**src/rtl/router_pkg.sv**
```systemverilog
// Shared types and helpers for the router ingress arbiter: FSM states,
// header layout and widths.
package router_pkg;

    localparam int unsigned LEN_W  = 6;
    localparam int unsigned DATA_W = 8;
    localparam logic [1:0]  ADDR_INVALID = 2'b11;

    typedef enum logic [2:0] {
        IDLE,
        HDR,
        PLD,
        PAR,
        DROP,
        GAP
    } state_t;

    typedef struct packed {
        logic [LEN_W-1:0] len;
        logic [1:0]       addr;
    } hdr_t;

    function automatic logic [LEN_W-1:0] hdr_len(input logic [DATA_W-1:0] b);
        hdr_t h;
        h = hdr_t'(b);
        return h.len;
    endfunction

    function automatic logic [1:0] hdr_addr(input logic [DATA_W-1:0] b);
        hdr_t h;
        h = hdr_t'(b);
        return h.addr;
    endfunction

endpackage

```
**src/rtl/rr_pick.sv**
```systemverilog
// Combinational round-robin selector: first requester strictly after ptr,
// wrapping cyclically; ptr itself is checked last.
module rr_pick #(
    parameter int unsigned N_SRC = 4,
    parameter int unsigned IDX_W = $clog2(N_SRC)
) (
    input  logic [N_SRC-1:0] req,
    input  logic [IDX_W-1:0] ptr,
    output logic [N_SRC-1:0] onehot_c,
    output logic [IDX_W-1:0] idx_c,
    output logic             found_c
);

    logic [IDX_W-1:0] cand;

    always_comb begin
        onehot_c = '0;
        idx_c    = '0;
        found_c  = 1'b0;
        cand     = '0;
        for (int unsigned k = 1; k <= N_SRC; k++) begin
            cand = IDX_W'((32'(ptr) + k) % N_SRC);
            if (!found_c && req[cand]) begin
                found_c        = 1'b1;
                idx_c          = cand;
                onehot_c[cand] = 1'b1;
            end
        end
    end

endmodule

```
**src/rtl/router_ingress_arb.sv**
```systemverilog
// Ingress arbiter and framer: shares the router input among N_SRC packet
// sources, frames packets, drops addr 3, flags truncation and parity errors.
module router_ingress_arb
    import router_pkg::*;
#(
    parameter int unsigned N_SRC = 4
) (
    input  logic                    clk,
    input  logic                    reset,
    input  logic [N_SRC-1:0]        src_valid,
    input  logic [N_SRC*DATA_W-1:0] src_data,
    output logic [N_SRC-1:0]        src_ready,
    output logic [N_SRC-1:0]        gnt,
    input  logic                    busy,
    output logic [DATA_W-1:0]       data_in,
    output logic                    pkt_valid,
    output logic                    err_addr,
    output logic                    err_trunc,
    output logic                    err_par
);

    localparam int unsigned IDX_W = $clog2(N_SRC);

    state_t             state_q, state_d;
    logic [N_SRC-1:0]   gnt_d;
    logic [IDX_W-1:0]   rr_ptr_q, rr_ptr_d;
    logic [LEN_W-1:0]   cnt_q, cnt_d;
    logic [DATA_W-1:0]  par_q, par_d;
    logic [DATA_W-1:0]  data_d;
    logic               pkt_valid_d;
    logic               err_addr_d, err_trunc_d, err_par_d;

    logic [N_SRC-1:0]   pick_onehot;
    logic [IDX_W-1:0]   pick_idx;
    logic               pick_found;

    logic [DATA_W-1:0]  lane [N_SRC];
    logic               cur_valid;
    logic [DATA_W-1:0]  cur_byte;
    logic               ready_en;
    logic               xfer;
    logic               trunc_ok;
    logic               trunc;

    rr_pick #(
        .N_SRC (N_SRC),
        .IDX_W (IDX_W)
    ) u_pick (
        .req      (src_valid),
        .ptr      (rr_ptr_q),
        .onehot_c (pick_onehot),
        .idx_c    (pick_idx),
        .found_c  (pick_found)
    );

    for (genvar i = 0; i < N_SRC; i++) begin : g_lane
        assign lane[i] = src_data[i*DATA_W +: DATA_W];
    end

    // Byte lane and valid of the current owner (gnt is one-hot or zero)
    always_comb begin
        cur_valid = |(src_valid & gnt);
        cur_byte  = '0;
        for (int unsigned i = 0; i < N_SRC; i++) begin
            if (gnt[i]) begin
                cur_byte = lane[i];
            end
        end
    end

    // DROP ignores busy since nothing is forwarded to the router
    always_comb begin
        ready_en = 1'b0;
        case (state_q)
            HDR, PLD, PAR: ready_en = ~busy;
            DROP:          ready_en = 1'b1;
            default:       ready_en = 1'b0;
        endcase
    end

    assign src_ready = gnt & {N_SRC{ready_en}};
    assign xfer      = cur_valid & ready_en;
    assign trunc_ok  = ~cur_valid & ~busy;

    always_comb begin
        state_d     = state_q;
        gnt_d       = gnt;
        rr_ptr_d    = rr_ptr_q;
        cnt_d       = cnt_q;
        par_d       = par_q;
        data_d      = data_in;
        pkt_valid_d = pkt_valid;
        err_addr_d  = 1'b0;
        err_trunc_d = 1'b0;
        err_par_d   = 1'b0;
        trunc       = 1'b0;

        case (state_q)
            IDLE: begin
                if (pick_found) begin
                    gnt_d    = pick_onehot;
                    rr_ptr_d = pick_idx;
                    state_d  = HDR;
                end
            end
            HDR: begin
                if (xfer) begin
                    cnt_d = hdr_len(cur_byte);
                    if (hdr_addr(cur_byte) == ADDR_INVALID) begin
                        err_addr_d = 1'b1;
                        state_d    = DROP;
                    end else begin
                        data_d      = cur_byte;
                        pkt_valid_d = 1'b1;
                        par_d       = cur_byte;
                        state_d     = (hdr_len(cur_byte) == '0) ? PAR : PLD;
                    end
                end
            end
            PLD: begin
                if (xfer) begin
                    data_d      = cur_byte;
                    pkt_valid_d = 1'b1;
                    par_d       = par_q ^ cur_byte;
                    cnt_d       = cnt_q - LEN_W'(1);
                    if (cnt_q == LEN_W'(1)) begin
                        state_d = PAR;
                    end
                end else if (trunc_ok) begin
                    trunc = 1'b1;
                end
            end
            PAR: begin
                if (xfer) begin
                    data_d      = cur_byte;
                    pkt_valid_d = 1'b0;
                    err_par_d   = (cur_byte != par_q);
                    gnt_d       = '0;
                    state_d     = GAP;
                end else if (trunc_ok) begin
                    trunc = 1'b1;
                end
            end
            DROP: begin
                if (xfer) begin
                    if (cnt_q == '0) begin
                        gnt_d   = '0;
                        state_d = GAP;
                    end else begin
                        cnt_d = cnt_q - LEN_W'(1);
                    end
                end
            end
            GAP: begin
                gnt_d   = '0;
                state_d = IDLE;
            end
            default: begin
                gnt_d   = '0;
                state_d = IDLE;
            end
        endcase

        // Inverted parity makes the router flag the cut-short packet itself
        if (trunc) begin
            data_d      = par_q ^ '1;
            pkt_valid_d = 1'b0;
            err_trunc_d = 1'b1;
            gnt_d       = '0;
            state_d     = GAP;
        end
    end

    always_ff @(posedge clk or negedge reset) begin
        if (!reset) begin
            state_q   <= IDLE;
            gnt       <= '0;
            rr_ptr_q  <= IDX_W'(N_SRC - 1);
            cnt_q     <= '0;
            par_q     <= '0;
            data_in   <= '0;
            pkt_valid <= 1'b0;
            err_addr  <= 1'b0;
            err_trunc <= 1'b0;
            err_par   <= 1'b0;
        end else begin
            state_q   <= state_d;
            gnt       <= gnt_d;
            rr_ptr_q  <= rr_ptr_d;
            cnt_q     <= cnt_d;
            par_q     <= par_d;
            data_in   <= data_d;
            pkt_valid <= pkt_valid_d;
            err_addr  <= err_addr_d;
            err_trunc <= err_trunc_d;
            err_par   <= err_par_d;
        end
    end

endmodule

```
**config.mk**
```make
export PLATFORM = sky130hd
export DESIGN_NAME = router_ingress_arb
export DESIGN_NICKNAME = d
export VERILOG_FILES = /design/src/rtl/router_pkg.sv /design/src/rtl/rr_pick.sv /design/src/rtl/router_ingress_arb.sv
export SDC_FILE = /design/constraint.sdc
export NUM_CORES = 1
export LEC_CHECK = 0
export CORE_ASPECT_RATIO = 1.25
export CORE_UTILIZATION = 60
export CTS_CLUSTER_DIAMETER = 30
export DETAILED_ROUTE_END_ITERATION = 8
export DONT_BUFFER_PORTS = 1
export PLACE_DENSITY = 0.76
export SLEW_MARGIN = 20
export SYNTH_ARGS = -nofsm -noshare
export SYNTH_HDL_FRONTEND = slang
export SYNTH_HIERARCHICAL = 1
export SYNTH_SLANG_ARGS = --single-unit
```
**constraint.sdc**
```tcl
create_clock -name clk -period 3.8 [get_ports clk]
set_input_delay 0.76 -clock clk [delete_from_list [all_inputs] [get_ports clk]]
set_output_delay 0.76 -clock clk [all_outputs]
set_load 0.05 [all_outputs]
```
=== Word level (Yosys, flattened, before mapping) ===
Index checks and enable logic that the tools add are counted.

* Bits in registers: 35
* Input port bits: 39
* Output and inout port bits: 20

* Add/sub/neg operators: 5
* $lt $le $gt $ge: 8
* Equality and inequality tests: 22
* Mux-type cells: 77
* Bitwise operators: 11
* Reduce and logical (&&, ||, !) cells: 28

{| class="wikitable"
|+ Operator list
! kind !! count
|-
| $mux 8 || 9
|-
| $mux 4 || 9
|-
| $pmux 8 s2 || 2
|-
| $mux 1 || 27
|-
| $mux 3 || 9
|-
| $mux 6 || 4
|-
| $ne 3x3->1 const B || 8
|-
| $pmux 6 s3 || 1
|-
| $pmux 4 s4 || 1
|-
| $pmux 3 s5 || 1
|-
| $reduce_and 5->1 || 3
|-
| $logic_not 6->1 || 2
|-
| $lt 2x3->1 const B || 4
|-
| $or 4x4->4 || 3
|-
| $ne 2x2->1 const B || 5
|-
| $and 4x4->4 || 2
|-
| $bmux 1 s2 || 4
|-
| $demux 1 s2 || 4
|-
| $ge 2x1->1 const B || 4
|-
| $mux 2 || 4
|-
| $ne 8x8->1 || 1
|-
| $not 8->8 || 1
|-
| $reduce_and 4->1 || 2
|-
| $xor 8x8->8 || 1
|-
| 25 further kinds || 40
|}

=== Depth between registers and ports, before layout ===
* Depth after elaboration: 16
* Gate-level depth with buffers: 10
* Gate-level depth less buffers: 7

=== Cells and area by module ===
Netlist, hierarchy kept.

{| class="wikitable"
|+ By module, submodules not included
! module !! instances !! cells each !! area each (um^2)
|-
| router_ingress_arb || 1 || 254 || 2218.4
|-
| rr_pick || 1 || 86 || 629.4
|}

=== Worst setup path after synthesis ===
Ideal clock, no wire load.

* Kind: flip-flop to flip-flop
* Start point: register rr_ptr_q[0]
* End point: register gnt[2]
* Library setup time: 121 ps
* Arrival: 2600 ps
* Required time: 3679 ps
* Path slack: 1079 ps
* Cell stages (with the launch flop): 11
* Clock period less this slack: 2721 ps
* Cell sequence: dfstp_2 -> buf_6 -> buf_2 -> inv_1 -> ha_1 -> clkbuf_1 -> inv_1 -> a31oi_1 -> o31ai_1 -> or3_1 -> a22o_1

* Word-level cells in the longest chain between the ends: 16

{| class="wikitable"
|+ Ends and longest elaborated chain
! what !! RTL line !! source
|-
| start, declared || router_ingress_arb.sv:26 || <nowiki>logic [IDX_W-1:0] rr_ptr_q, rr_ptr_d;</nowiki>
|-
| start signal, assigned || router_ingress_arb.sv:178 || <nowiki>rr_ptr_q <= IDX_W'(N_SRC - 1);</nowiki>
|-
| start signal, assigned || router_ingress_arb.sv:189 || <nowiki>rr_ptr_q <= rr_ptr_d;</nowiki>
|-
| branches (longest 12 deep; another with $lt 2x3->1) || n/a ||
|-
| $mux 4 (*) || rr_pick.sv:23 || <nowiki>if (!found_c && req[cand]) begin</nowiki>
|-
| named net pick_onehot[2] || router_ingress_arb.sv:33 || <nowiki>logic [N_SRC-1:0] pick_onehot;</nowiki>
|-
| $mux 4 (*) || router_ingress_arb.sv:100 || <nowiki>if (pick_found) begin</nowiki>
|-
| $pmux 4 s4 (*) || router_ingress_arb.sv:98 || <nowiki>case (state_q)</nowiki>
|-
| $mux 4 (*) || router_ingress_arb.sv:165 || <nowiki>if (trunc) begin</nowiki>
|-
| end signal, assigned || router_ingress_arb.sv:188 || <nowiki>gnt <= gnt_d;</nowiki>
|-
| end, declared || router_ingress_arb.sv:13 || <nowiki>output logic [N_SRC-1:0] gnt,</nowiki>
|}

Mark *: on every way through the listed nets, which the timed path passes. The select of a mux whose other input is x is not followed.
A chain may end at the register's enable or synchronous reset.

=== Worst setup path after layout ===
* Start point: register rr_ptr_q[0]
* End point: register gnt[3]

The elaborated chain is that of the path after synthesis.

==> summary.md <==
| Metric | Value |
|---|---|
| Status | `finished clean` |
| Post-synthesis cell area | `2850 um^2` |
| DR vias/cell | `6.56` |
| Final GP Congestion | `0.970` |
| # clock sinks | `35` |
| Crit-path max FO | `21` |
| Core box area | `4490 um^2` |
| Filler instances | `392` |
| Count of pins over their slew limit | `0` |
| DR iter-0 viols | `190` |
| Largest net degree at the start of global routing | `36` |
| Most frequent cells after synthesis | `dfrtp_1 (33), a21oi_1 (30), nand2_1 (28)` |
| Yosys top cell by area | `dfrtp_1` |
| Async set or reset register ratio after synthesis | `100%` |
| Die height | `79.0 um` |
| RSZ-0062 raised after global routing | `false` |
| Ys flop type | `dfrtp_1` |
| #FFs+latches synth | `35` |
| Post-synthesis sequential area ratio | `30.8%` |
| Worst slew pin tran | `0.902 ns` |
| Initial antenna violation count | `0` |
| VDD IR-drop max | `0.458 mV` |
| Final WS setup | `0.978 ns` |
| Maxcap violations | `0` |
| Share of cells above drive strength 1 | `10.8%` |
| Row cnt | `27` |
| First-pass GRT wire length | `11.8 mm` |
| Post-synth cell types | `57` |
| Syn nets | `390` |
| Antenna cells | `0` |
| DR vias | `2564` |
| Cell Chain, Critical Path | `inv_1, ha_1, inv_1, a31oi_1, o31ai_1, a2111o_1, a22o_1` |
| Most used cell, CP | `inv_1` |
| WP data arrival | `3.00 ns` |
| Clock latency on the worst-skew pair | `0.30 ns` |
| Period utilisation layout | `74.3%` |
| Hold buffers post-CTS | `0` |
| Dpl hpwl | `5.35 mm` |
| Total GRT Usage | `30.5%` |
| Setup CP Type | `flop to flop` |
| Number of flops mapped to enable cells by yosys | `0` |
| Setup Fix Bufs, Post-CTS | `0` |
| Most numerous cell in the Yosys netlist | `dfrtp_1` |
| Pwr Density | `936 nW/um^2` |
| Pre-CTS WS | `1.05 ns` |
| Worst path slowest cell | `dfstp_2` |
| Post-cts resize count | `0` |
| Remaining Overflow, GRT | `0` |
| H-tree Lvls | `2` |
| Critical path capture point type | `flop` |
| Syn Inst Count | `340` |
| Final Skew | `0.0104 ns` |
| Buf+Inv Stages, Crit Path | `2` |
| Initial core utilization | `63.4%` |
| Final hold vios | `0` |
| Crit path max-delay family | `compound AO/OA/AOI/OAI gates` |
| Die Span X | `63.6 um` |
| Number of I/O port buffers | `0` |
| Synth top area cells | `dfrtp_1 (29%), a21oi_1 (5.3%), ha_1 (4.8%)` |
| IO Pins | `59` |
| Worst path required time | `3.98 ns` |
| Tmin final | `2.82 ns` |
| Yosys top cell area share | `29.0%` |
| CTS root buf | `clkbuf_8` |
| TritonCTS Buffers | `5` |
| Clock buffer depth | `2` |
| P_leak | `0.00127 uW` |
| Pre-antenna DRT Iters | `4` |
| Setup violators final | `0` |
| FMAX | `354 MHz` |
| Startpoint Class | `flop` |
| CTS tree | `built` |
| Largest stage delay on the critical path | `0.79 ns` |
| Synth warn | `6` |
| Nets | `382` |
| Sum Neg Setup Slack | `0 ns` |
| HP Class | `input port to async pin` |
| Clock slew at reported path FFs | `0.08 ns` |
| Syn avg cell area | `8.38 um^2` |
| Relative slew slack | `39.9%` |
| Detailed-route DRC error count | `0` |
| P&R area growth vs syn | `4.48%` |
| Wire per inst | `18.4 um` |
| Vias in the first global route | `2445` |
| Full die area | `5030 um^2` |
| Antenna-violating nets left | `0` |
| DRT Wirelength | `7.19 mm` |
cells by family (layout without fill, tap and decap cells):
logic type	Yosys count	in the layout	share of synthesized area [%]
compound gates	118	118	28.0
simple gates	108	108	19.1
buf+inv	39	32	5.98
flops	35	35	30.8
mux	21	21	8.74
fa+ha+maj	11	11	4.83
xor+xnor	8	8	2.46
worst register-to-register path: stages, from the launching register on:
cell and delay, ns:
dfstp_2 0.79, inv_1 0.17, ha_1 0.51, inv_1 0.19, a31oi_1 0.34, o31ai_1 0.13
a2111o_1 0.36, a22o_1 0.21
placed cells by master, fill, tap and decap left out, types with 2 or more instances in the layout:
cell	instances
nand2_1	28
o22a_1	2
or3_1	5
a221o_1	4
nor2b_1	5
a21boi_0	2
o21ai_0	23
nand3_1	10
inv_1	19
o31ai_1	5
a41oi_1	2
nor3_1	2
nand2b_1	6
ha_1	11
nor4_1	4
mux2_2	11
clkbuf_8	5
a21oi_1	29
nand4b_1	2
xor2_1	5
a221oi_1	4
and3_1	2
mux4_2	2
a211oi_1	4
a22oi_1	2
o22ai_1	7
a22o_1	4
buf_4	5
dfstp_2	2
a2111o_1	5
dfrtp_1	33
xnor2_1	3
mux2i_1	8
a31oi_1	9
o221ai_1	4
nand4_1	6
nor2_1	26
or2_2	3
nand3b_1	3
final cells by class:
type                    count  area [um^2]  share of cell area (%)
clock inverters             3         43.8                    1.47
repair buffers              5         37.5                    1.26
inverters                  19         71.3                    2.40
clock buffers               5         68.8                    2.31
well taps                  58         72.6                    2.44
multi-input cells         266         1800                    60.6
flip-flops and latches     35          878                    29.5
layer usage:
metal  vias up  track usage, %  wire, um
met5         -               0         0
met4         0            13.2       176
met3        17            5.46       321
met2        90            54.6      3720
met1      1202            35.2      2970
li1       1255               -         -
per-stage QoR:
stage	utilization (%)	power (uW)	area (um^2)	hold slack, ns	instances
floorplan	-	2130	2850	0.464	340
global placement	63.6	2400	2860	0.465	383
detailed placement	63.6	2430	2860	0.465	383
CTS	66.1	2780	2970	0.150	391
global route	66.2	3010	2980	0.143	391
finish	66.2	2780	2980	0.153	391
state kept, by name (all words and copies together) (netlist names):
register	cells
cnt_q	6
data_in	8
err_addr	1
err_par	1
err_trunc	1
gnt	4
par_q	8
pkt_valid	1
rr_ptr_q	2
state_q	3
where the power goes:
group          internal, uW  switching, uW  total [uW]  leakage [uW]
Clock                   195            145         341     0.0000581
Combinational           631            865        1500      0.000770
Sequential              530            417         948      0.000447
Total                  1360           1430        2780       0.00127
worst paths after layout:
path | startpoint | slack, ns | to | depth (start not counted)
setup reg to reg | rr_ptr_q[0] | 0.98 | gnt[3] | 7
max in group asynchronous | reset | 3.47 | rr_ptr_q[1] | 0
hold reg to reg | cnt_q[5] | 0.53 | cnt_q[5] | 1
setup / recovery | rr_ptr_q[0] | 0.98 | gnt[3] | 7
hold / removal | reset | 0.15 | par_q[5] | 0
min in group clk | cnt_q[5] | 0.53 | cnt_q[5] | 1
No activity file was read; power rests on OpenSTA's default activity.
